[config.mk]
export PLATFORM = sky130hd
export DESIGN_NAME = gnn_out_serializer
export DESIGN_NICKNAME = d
export VERILOG_FILES = /design/src/rtl/gnn_pkg.sv /design/src/rtl/gnn_next_idx.sv /design/src/rtl/gnn_out_serializer.sv
export SDC_FILE = /design/constraint.sdc
export NUM_CORES = 1
export LEC_CHECK = 0
export ABC_AREA = 1
export CORE_UTILIZATION = 47
export CTS_CLUSTER_DIAMETER = 100
export CTS_CLUSTER_SIZE = 28
export DETAILED_ROUTE_END_ITERATION = 10
export GPL_TIMING_DRIVEN = 1
export PLACE_DENSITY_LB_ADDON = 0.08
export SLEW_MARGIN = 20
export SYNTH_ARGS = -nofsm -noshare
export SYNTH_HDL_FRONTEND = slang
export SYNTH_SLANG_ARGS = --single-unit
[constraint.sdc]
create_clock -name clk -period 6.1 [get_ports clk]
set_input_delay 0.915 -clock clk [delete_from_list [all_inputs] [get_ports clk]]
set_output_delay 0.915 -clock clk [all_outputs]
set_load 0.05 [all_outputs]
[src/rtl/gnn_pkg.sv]
// Shared definitions for the GNN output datapath.
//   OUTPUT_SIZE   - width of one result word
//   NUM_NODES     - graph nodes per frame
//   OUTS_PER_NODE - result words per node
//   FRAME_WORDS   - words per frame (node-major, output-minor order)
//   PTR_W         - width of a word index inside a frame
//   state_t       - serializer FSM states
package gnn_pkg;

  localparam int OUTPUT_SIZE   = 21;
  localparam int NUM_NODES     = 4;
  localparam int OUTS_PER_NODE = 2;
  localparam int FRAME_WORDS   = NUM_NODES * OUTS_PER_NODE;
  localparam int PTR_W         = 3;

  typedef enum logic {
    IDLE,
    STREAM
  } state_t;

endpackage

[src/rtl/gnn_next_idx.sv]
// Combinational priority finder over a frame's nonzero mask.
// Returns the lowest set mask bit above 'start' (or at 'start' when
// 'inclusive' is high). 'last' is high when no such bit exists, so it doubles
// as "the word at start is the final one" when searching exclusively.
// Ports:
//   mask      in  FRAME_WORDS  nonzero flags of the captured frame
//   start     in  PTR_W        search origin
//   inclusive in  1            also consider the bit at start
//   idx       out PTR_W        index of the found bit (0 when none)
//   last      out 1            no qualifying bit was found
module gnn_next_idx
  import gnn_pkg::*;
(
  input  logic [FRAME_WORDS-1:0] mask,
  input  logic [PTR_W-1:0]       start,
  input  logic                   inclusive,
  output logic [PTR_W-1:0]       idx,
  output logic                   last
);

  // Scan downward so the lowest qualifying bit is the one left standing.
  always_comb begin
    idx  = '0;
    last = 1'b1;
    for (int i = FRAME_WORDS - 1; i >= 0; i--) begin
      if (mask[i] && ((i > int'(start)) || (inclusive && (i == int'(start))))) begin
        idx  = i[PTR_W-1:0];
        last = 1'b0;
      end
    end
  end

endmodule

[src/rtl/gnn_out_serializer.sv]
// Output serializer for the GNN datapath. Captures the eight node results on
// the rising edge of "all outputs ready" and streams them one word per
// valid/ready transfer, node0/out0 first through node3/out1 last. Frames that
// arrive while a stream is in progress are dropped and flagged via overrun.
// Optional build macro GNN_OUT_SKIP_ZERO_EN: zero-valued words are skipped
// and an all-zero frame produces only a frame_done pulse.
// Ports:
//   clk, rst                 clock, synchronous active-high reset
//   in0_node*, in1_node*     per-node results (raw OUTPUT_SIZE bits)
//   rdy0_node*, rdy1_node*   per-output ready flags
//   dout/dout_node/dout_idx/dout_last, dout_valid, dout_ready  stream port
//   busy                     frame held or streaming
//   frame_done               one-cycle pulse after a frame completes
//   overrun                  sticky dropped-frame flag
module gnn_out_serializer
  import gnn_pkg::*;
(
  input  logic                   clk,
  input  logic                   rst,
  input  logic [OUTPUT_SIZE-1:0] in0_node0,
  input  logic [OUTPUT_SIZE-1:0] in0_node1,
  input  logic [OUTPUT_SIZE-1:0] in0_node2,
  input  logic [OUTPUT_SIZE-1:0] in0_node3,
  input  logic [OUTPUT_SIZE-1:0] in1_node0,
  input  logic [OUTPUT_SIZE-1:0] in1_node1,
  input  logic [OUTPUT_SIZE-1:0] in1_node2,
  input  logic [OUTPUT_SIZE-1:0] in1_node3,
  input  logic                   rdy0_node0,
  input  logic                   rdy0_node1,
  input  logic                   rdy0_node2,
  input  logic                   rdy0_node3,
  input  logic                   rdy1_node0,
  input  logic                   rdy1_node1,
  input  logic                   rdy1_node2,
  input  logic                   rdy1_node3,
  output logic [OUTPUT_SIZE-1:0] dout,
  output logic                   dout_valid,
  input  logic                   dout_ready,
  output logic [1:0]             dout_node,
  output logic                   dout_idx,
  output logic                   dout_last,
  output logic                   busy,
  output logic                   frame_done,
  output logic                   overrun
);

  logic [OUTPUT_SIZE-1:0] new_words [FRAME_WORDS];
  logic [OUTPUT_SIZE-1:0] frame_buf [FRAME_WORDS];
  logic                   all_rdy, all_rdy_q, frame_event;
  state_t                 state, state_next;
  logic [PTR_W-1:0]       ptr, ptr_next, ptr_succ;
  logic                   last_word, capture, done_next;
  logic                   stream_start;
  logic [PTR_W-1:0]       start_ptr;

  // Flatten the input bus into stream order: index = 2*node + output.
  always_comb begin
    new_words[0] = in0_node0;
    new_words[1] = in1_node0;
    new_words[2] = in0_node1;
    new_words[3] = in1_node1;
    new_words[4] = in0_node2;
    new_words[5] = in1_node2;
    new_words[6] = in0_node3;
    new_words[7] = in1_node3;
  end

  assign all_rdy = rdy0_node0 & rdy0_node1 & rdy0_node2 & rdy0_node3 &
                   rdy1_node0 & rdy1_node1 & rdy1_node2 & rdy1_node3;

  // Only the rising edge counts, so a ready level held high captures once.
  assign frame_event = all_rdy & ~all_rdy_q;

`ifdef GNN_OUT_SKIP_ZERO_EN
  logic [FRAME_WORDS-1:0] new_mask, mask;
  logic                   first_none;

  always_comb begin
    for (int i = 0; i < FRAME_WORDS; i++) begin
      new_mask[i] = |new_words[i];
    end
  end

  gnn_next_idx u_first (
    .mask      (new_mask),
    .start     ({PTR_W{1'b0}}),
    .inclusive (1'b1),
    .idx       (start_ptr),
    .last      (first_none)
  );

  // Exclusive search from ptr: the found bit is the successor, and finding
  // none means the word now presented is the last nonzero one.
  gnn_next_idx u_succ (
    .mask      (mask),
    .start     (ptr),
    .inclusive (1'b0),
    .idx       (ptr_succ),
    .last      (last_word)
  );

  assign stream_start = ~first_none;

  always_ff @(posedge clk) begin
    if (rst) begin
      mask <= '0;
    end else if (capture) begin
      mask <= new_mask;
    end
  end
`else
  assign start_ptr    = '0;
  assign stream_start = 1'b1;
  assign ptr_succ     = ptr + PTR_W'(1);
  assign last_word    = (ptr == PTR_W'(FRAME_WORDS - 1));
`endif

  // Next-state logic. A capture that finds nothing to send (skip-zero build
  // only) completes immediately without entering STREAM.
  always_comb begin
    state_next = state;
    ptr_next   = ptr;
    capture    = 1'b0;
    done_next  = 1'b0;
    case (state)
      IDLE: begin
        if (frame_event) begin
          capture = 1'b1;
          if (stream_start) begin
            state_next = STREAM;
            ptr_next   = start_ptr;
          end else begin
            done_next = 1'b1;
          end
        end
      end
      STREAM: begin
        if (dout_ready) begin
          if (last_word) begin
            state_next = IDLE;
            ptr_next   = '0;
            done_next  = 1'b1;
          end else begin
            ptr_next = ptr_succ;
          end
        end
      end
      default: begin
        state_next = IDLE;
        ptr_next   = '0;
      end
    endcase
  end

  // Overrun also catches an event coinciding with the final transfer, since
  // the FSM is still in STREAM during that cycle.
  always_ff @(posedge clk) begin
    if (rst) begin
      state      <= IDLE;
      ptr        <= '0;
      all_rdy_q  <= 1'b0;
      frame_done <= 1'b0;
      overrun    <= 1'b0;
    end else begin
      state      <= state_next;
      ptr        <= ptr_next;
      all_rdy_q  <= all_rdy;
      frame_done <= done_next;
      if (frame_event && (state == STREAM)) begin
        overrun <= 1'b1;
      end
    end
  end

  always_ff @(posedge clk) begin
    if (capture) begin
      frame_buf <= new_words;
    end
  end

  assign busy       = (state == STREAM);
  assign dout_valid = busy;
  assign dout       = busy ? frame_buf[ptr] : '0;
  assign dout_node  = busy ? ptr[2:1] : 2'd0;
  assign dout_idx   = busy & ptr[0];
  assign dout_last  = busy & last_word;

endmodule

Word-level counts from Yosys, hierarchy flattened
Cells that the tools add are included.
{"block": "word_totals", "reg_bits": 175, "out_inout_bits": 29, "word_cells": 50}
{"block": "classes", "n_addsub": 1, "magnitude_cmp": 1, "eq_ne": 3, "n_mux": 17, "n_bitwise": 13, "n_reduce_logical": 2}
{"op": "$bmux W21 S3", "n": 1}
{"op": "$mux W21", "n": 3}
{"op": "$and A1 B1 Y1", "n": 10}
{"op": "$mux W3", "n": 3}
{"op": "$mux W1", "n": 6}
{"op": "$pmux W3 S2", "n": 1}
{"op": "$ge A4 B4 Y1 const B", "n": 1}
{"op": "$ne A2 B2 Y1 const B", "n": 2}
{"op": "$not A3 Y4", "n": 1}
{"op": "$pmux W1 S2", "n": 2}
{"op": "$add A3 B1 Y3 const B", "n": 1}
{"op": "$eq A3 B3 Y1 const B", "n": 1}
{"op": "$mux W2", "n": 1}
{"op": "$not A1 Y1", "n": 2}
{"op": "$reduce_and A2 Y1", "n": 1}
{"op": "$logic_and A1 B1 Y1", "n": 1}

Depth between registers and ports, before layout
{"block": "depth", "word_depth": 10, "depth_mapped": 7, "ltp_nobuf": 6}

Worst setup path after synthesis
Ideal clock, no wire load.
{"block": "synth_path", "path_kind": "input -> register", "start": "in rdy1_node1", "end": "reg frame_buf[0] in the netlist's numbering, enable pin", "setup_time_ps": 520, "t_arrival_ps": 4544, "t_required_ps": 5580, "path_slack_ps": 1037, "cell_stages": 4, "n_path_buf": 0, "cell_sequence": "nand2_1 -> nor2_1 -> nand4_1 -> inv_1"}
{"block": "synth_between", "elab_chain_cells": 6}
{"item": "start, declared", "line": "gnn_out_serializer.sv:33", "text": "input logic rdy1_node1,"}
{"item": "$and A1 B1 Y1 (3 in a row)", "line": "gnn_out_serializer.sv:69", "text": "rdy1_node0 & rdy1_node1 & rdy1_node2 & rdy1_node3;"}
{"item": "$and A1 B1 Y1", "line": "gnn_out_serializer.sv:72", "text": "assign frame_event = all_rdy & ~all_rdy_q;"}
{"item": "$mux W1", "line": "gnn_out_serializer.sv:127", "text": "if (frame_event) begin"}
{"item": "$mux W1", "line": "gnn_out_serializer.sv:125", "text": "case (state)"}
{"item": "net capture", "line": "gnn_out_serializer.sv:52", "text": "logic last_word, capture, done_next;"}
{"item": "end signal, assigned", "line": "gnn_out_serializer.sv:177", "text": "frame_buf <= new_words;"}
{"item": "end, declared", "line": "gnn_out_serializer.sv:48", "text": "logic [OUTPUT_SIZE-1:0] frame_buf [FRAME_WORDS];"}
The timed path passes the listed nets, and every way through them passes these cells.
A chain may end at the register's enable or synchronous reset.

Final worst setup path
{"block": "layout_path", "start": "reg ptr[1]", "end": "out dout[17]"}
{"block": "layout_between", "elab_chain_cells": 5}
{"item": "start, declared", "line": "gnn_out_serializer.sv:51", "text": "logic [PTR_W-1:0] ptr, ptr_next, ptr_succ;"}
{"item": "start signal, assigned", "line": "gnn_out_serializer.sv:166", "text": "ptr <= ptr_next;"}
{"item": "$not A3 Y4 (not written as such)", "line": "gnn_out_serializer.sv:183", "text": "assign dout = busy ? frame_buf[ptr] : '0;"}
{"item": "$bmux W21 S3", "line": "gnn_out_serializer.sv:183"}
{"item": "$mux W21 (not written as such) (2 in a row)", "line": "gnn_out_serializer.sv:183"}
{"item": "$mux W21", "line": "gnn_out_serializer.sv:183"}
{"item": "end, declared", "line": "gnn_out_serializer.sv:36", "text": "output logic [OUTPUT_SIZE-1:0] dout,"}
Every way passes these cells. The select of a mux whose other input is x is not followed.

==> results list <==
* Result of the run: completed
- Number of H-tree levels: 4
- TritonCTS Sinks: 175
* Port Buffers: 207
- Area of the die: 15100 um2
- Final number of hold-violating endpoints: 0
- Nets in the synthesized netlist: 705
- GR Overflow Total: 0
- In this run the worst path has a maximum fanout of 46.
- After floorplanning, the core was sized to cover 14000 um2.
* Wire length of the first global-routing pass: 24600 um
- I/O pin total: 208
- In this run the cell area measured after placement is 8990 um2.
- TritonCTS built the clock tree.
* Number of DRC markers after the initial detailed-route iteration: 425
* Cell taking the most area after synthesis: sky130_fd_sc_hd__edfxtp_1
* Vias: 4830
- Area contributors post-synth: sky130_fd_sc_hd__edfxtp_1, sky130_fd_sc_hd__o21ai_0, sky130_fd_sc_hd__nor2_1, sky130_fd_sc_hd__o22ai_1, sky130_fd_sc_hd__dfxtp_1
* Power density normalized to cell area: 270 nW/um2
- Setup violations remaining at the end of the flow were counted as 0.
- Proportion of total power due to net switching: 0.188
- Row count: 43
- Worst hold path class: register to register
- Clock tree synthesis inserted a total of 17 buffers.
- Count of warnings emitted by yosys: 0
- Setup repair after global routing left no endpoint under its margin.
* Area growth, synth to finish: 40.1%
- Synthesis handed over a netlist of 524 instances.
- The worst pin sits at a relative slew slack of 0.368.
- In this run the power spent charging and discharging nets is 487 uW.
- Relative contribution of the clock network to total power: 0.443
- Minimum setup slack after placement: 2.13 ns
* Arrival time at the worst endpoint: 3.52 ns
- A synthesized cell averages 13.1 um2.
- The worst path in the final design needs a cycle of 4.44 ns, including I/O delays and setup.
* Final Cell Area: 9620 um2
- Critical path start-end classification: register to primary output
- Counting along the longest clock path gives a buffer depth of 2.
- The die is 123 um tall.
- Vias in the first global route: 4638
- Count of unique library cells instantiated by Yosys: 24
- DRT Pass-1 Iters: 5
- Derived from the worst setup path, the maximum achievable clock frequency is 0.225 GHz.
* Slew @ Worst Pin: 0.948 ns
- Clock latency at the later pin of the worst-skew pair: 0.42 ns
* Final max-slew violation count: 0
- Final Wtd Congestion: 0.822
- IR analysis of the VDD net gives a maximum drop of 211 uV.
- Of the cells placed in the final design, the portion with a size suffix greater than 1 is 0.0558.
- PostCTS Resize Cnt: 0
- For this run, design rule violations remaining after detail routing come to 0.
- Synthesis inferred 175 register bits.
- The count of nets left with antenna violations once routing finished came out at 0.
* Number of antenna violations at the first check in global routing: 0
- For the worst setup path, the data required time is 5.18 ns.
* Static Leak: 0.00330 uW
- Power Internal: 2110 uW
- Detailed Place HPWL: 10600 um
- CTS clk-pin slew, worst paths: 0.06 ns
- Avg WL per Cell: 18.1 um
- Summing internal, switching and leakage power gives 2600 uW.
* Maximum clock skew at final layout: 0.0118 ns
- Portion of total power attributed to combinational logic: 0.049
- The worst setup path is captured at a primary output.
* Initial Util: 0.489
- Fill cells: 1007
- In the routed layout, each cell is associated on average with a via count of 5.27.
* Die extent in x: 123 um
- For this run, the post-layout net count is 903.
- The worst setup path is launched from a register.
- Sequential element share of the synthesized area: 0.755
- Count of max-cap constraint violations: 0
- Dividing the final minimum period by the clock period gives 0.727.
* Summed instance area of the synthesized netlist: 6870 um2
- Maximum number of pins on one net before global-route repair: 90
- Root buffer selected by CTS: sky130_fd_sc_hd__clkbuf_16
- TNS Setup: 0 ns
- Post-layout worst setup margin: 1.66 ns
- Top cell type's share of synthesized area: 0.734
- The share of total power dissipated in sequential elements is 0.508.
* Final wirelength: 16500 um
- Total of hold buffers inserted after clock tree synthesis: 0
- Buffers added to address setup during post-CTS repair amount to 0.
- Global Route Usage Sum: 0.227
==> synth_stat cells (all sizes together) <==
| cell | instances |
|---|---|
| or2 | 1 |
| nand2 | 33 |
| ha | 2 |
| o21ai | 105 |
| edfxtp | 168 |
| a211oi | 1 |
| buf | 17 |
| clkinv | 1 |
| inv | 30 |
| nand4 | 1 |
| nor2 | 92 |
| clkbuf | 15 |
| a21oi | 3 |
| o21bai | 1 |
| o22ai | 42 |
| nand3 | 4 |
| dfxtp | 7 |
| nor3 | 1 |
==> state kept, by name (all words and copies together) (netlist names) <==
| signal | count |
|---|---|
| overrun | 1 |
| frame_buf | 168 |
| all_rdy_q | 1 |
| ptr | 3 |
| busy | 1 |
| frame_done | 1 |
==> layout make-up <==
| class | instances | area, um2 | share of cell area |
|---|---|---|---|
| flip-flops and latches | 175 | 5190 | 0.539 |
| diodes | 1 | 2.50 | 0.000260 |
| multi-input cells | 286 | 1350 | 0.140 |
| well taps | 180 | 225 | 0.0234 |
| clock buffers | 17 | 425 | 0.0442 |
| repair buffers | 211 | 2100 | 0.218 |
| clock inverters | 15 | 209 | 0.0217 |
| inverters | 31 | 123 | 0.0127 |
==> power groups by stage <==
| stage | Clock (uW) | Sequential (uW) | Combinational, uW |
|---|---|---|---|
| global route | 1220 | 1320 | 133 |
| finish | 1150 | 1320 | 127 |
| CTS | 1170 | 1320 | 128 |
| global placement | 0 | 1340 | 124 |
| floorplan | 0 | 1350 | 5.97 |
| detailed placement | 0 | 1340 | 127 |
==> cell families (layout without fill, tap and decap cells) <==
| group | after synthesis | in the layout | synth area share |
|---|---|---|---|
| AOI/OAI and AO/OA | 152 | 152 | 0.119 |
| adders and majority gates | 2 | 2 | 0.00364 |
| buffers and inverters | 63 | 274 | 0.0486 |
| DFF | 175 | 175 | 0.755 |
| other | 0 | 1 | 0 |
| and+or+nand+nor | 132 | 132 | 0.0738 |
==> worst max-delay path, cell delays in order (launching register included) <==
cell	delay [ns]
sky130_fd_sc_hd__dfxtp_2	0.95
sky130_fd_sc_hd__clkinv_2	0.79
sky130_fd_sc_hd__o21ai_0	0.25
sky130_fd_sc_hd__o22ai_1	0.15
sky130_fd_sc_hd__nand2_1	0.08
sky130_fd_sc_hd__o21ai_1	0.10
sky130_fd_sc_hd__clkdlybuf4s50_1	0.74
==> cell usage in the layout (no fill, tap or decap) <==
master                            count
sky130_fd_sc_hd__dfxtp_2              2
sky130_fd_sc_hd__clkdlybuf4s50_1    207
sky130_fd_sc_hd__or2_1                1
sky130_fd_sc_hd__inv_6                4
sky130_fd_sc_hd__o21ai_0             80
sky130_fd_sc_hd__ha_1                 2
sky130_fd_sc_hd__o21ai_1             25
sky130_fd_sc_hd__dfxtp_1              5
sky130_fd_sc_hd__nand4_1              1
sky130_fd_sc_hd__nand2_1             33
sky130_fd_sc_hd__nor2_1              92
sky130_fd_sc_hd__inv_1               27
sky130_fd_sc_hd__a21oi_1              3
sky130_fd_sc_hd__clkinv_1             1
sky130_fd_sc_hd__buf_4                4
sky130_fd_sc_hd__nand3_1              4
sky130_fd_sc_hd__nor3_1               1
sky130_fd_sc_hd__clkbuf_16           17
sky130_fd_sc_hd__edfxtp_1           168
sky130_fd_sc_hd__bufinv_16            4
sky130_fd_sc_hd__o21bai_1             1
sky130_fd_sc_hd__clkinvlp_4           2
sky130_fd_sc_hd__diode_2              1
sky130_fd_sc_hd__a211oi_1             1
sky130_fd_sc_hd__o22ai_1             42
sky130_fd_sc_hd__clkinv_4             5
sky130_fd_sc_hd__inv_2                2
sky130_fd_sc_hd__clkinv_2             1
==> through the flow <==
| step | utilization | hold WS (ns) | cells |
|---|---|---|---|
| 6_report | 0.685 | 0.495 | 916 |
| 5_1_grt | 0.685 | 0.532 | 915 |
| 4_1_cts | 0.685 | 0.498 | 915 |
| 3_5_place_dp | 0.640 | 0.487 | 883 |
| 3_3_place_gp | 0.640 | 0.458 | 883 |
| 2_1_floorplan | - | 0.479 | 524 |
==> worst paths after layout <==
kind | slack [ns] | cells past startpoint | end | from
setup / recovery | 1.66 | 6 | dout[17] | ptr[1]
hold / removal | 0.50 | 2 | overrun | overrun
setup reg to reg | 3.68 | 4 | frame_buf[100] | busy
hold reg to reg | 0.50 | 2 | overrun | overrun
==> layer usage <==
metal	GRT usage	wire, um	up-vias
met5	0	0	-
met4	0.0938	270	0
met3	0.0549	1340	21
met2	0.349	7860	218
met1	0.309	7070	2295
li1	-	-	2296
Note: power is estimated with default switching activity, not from simulation.
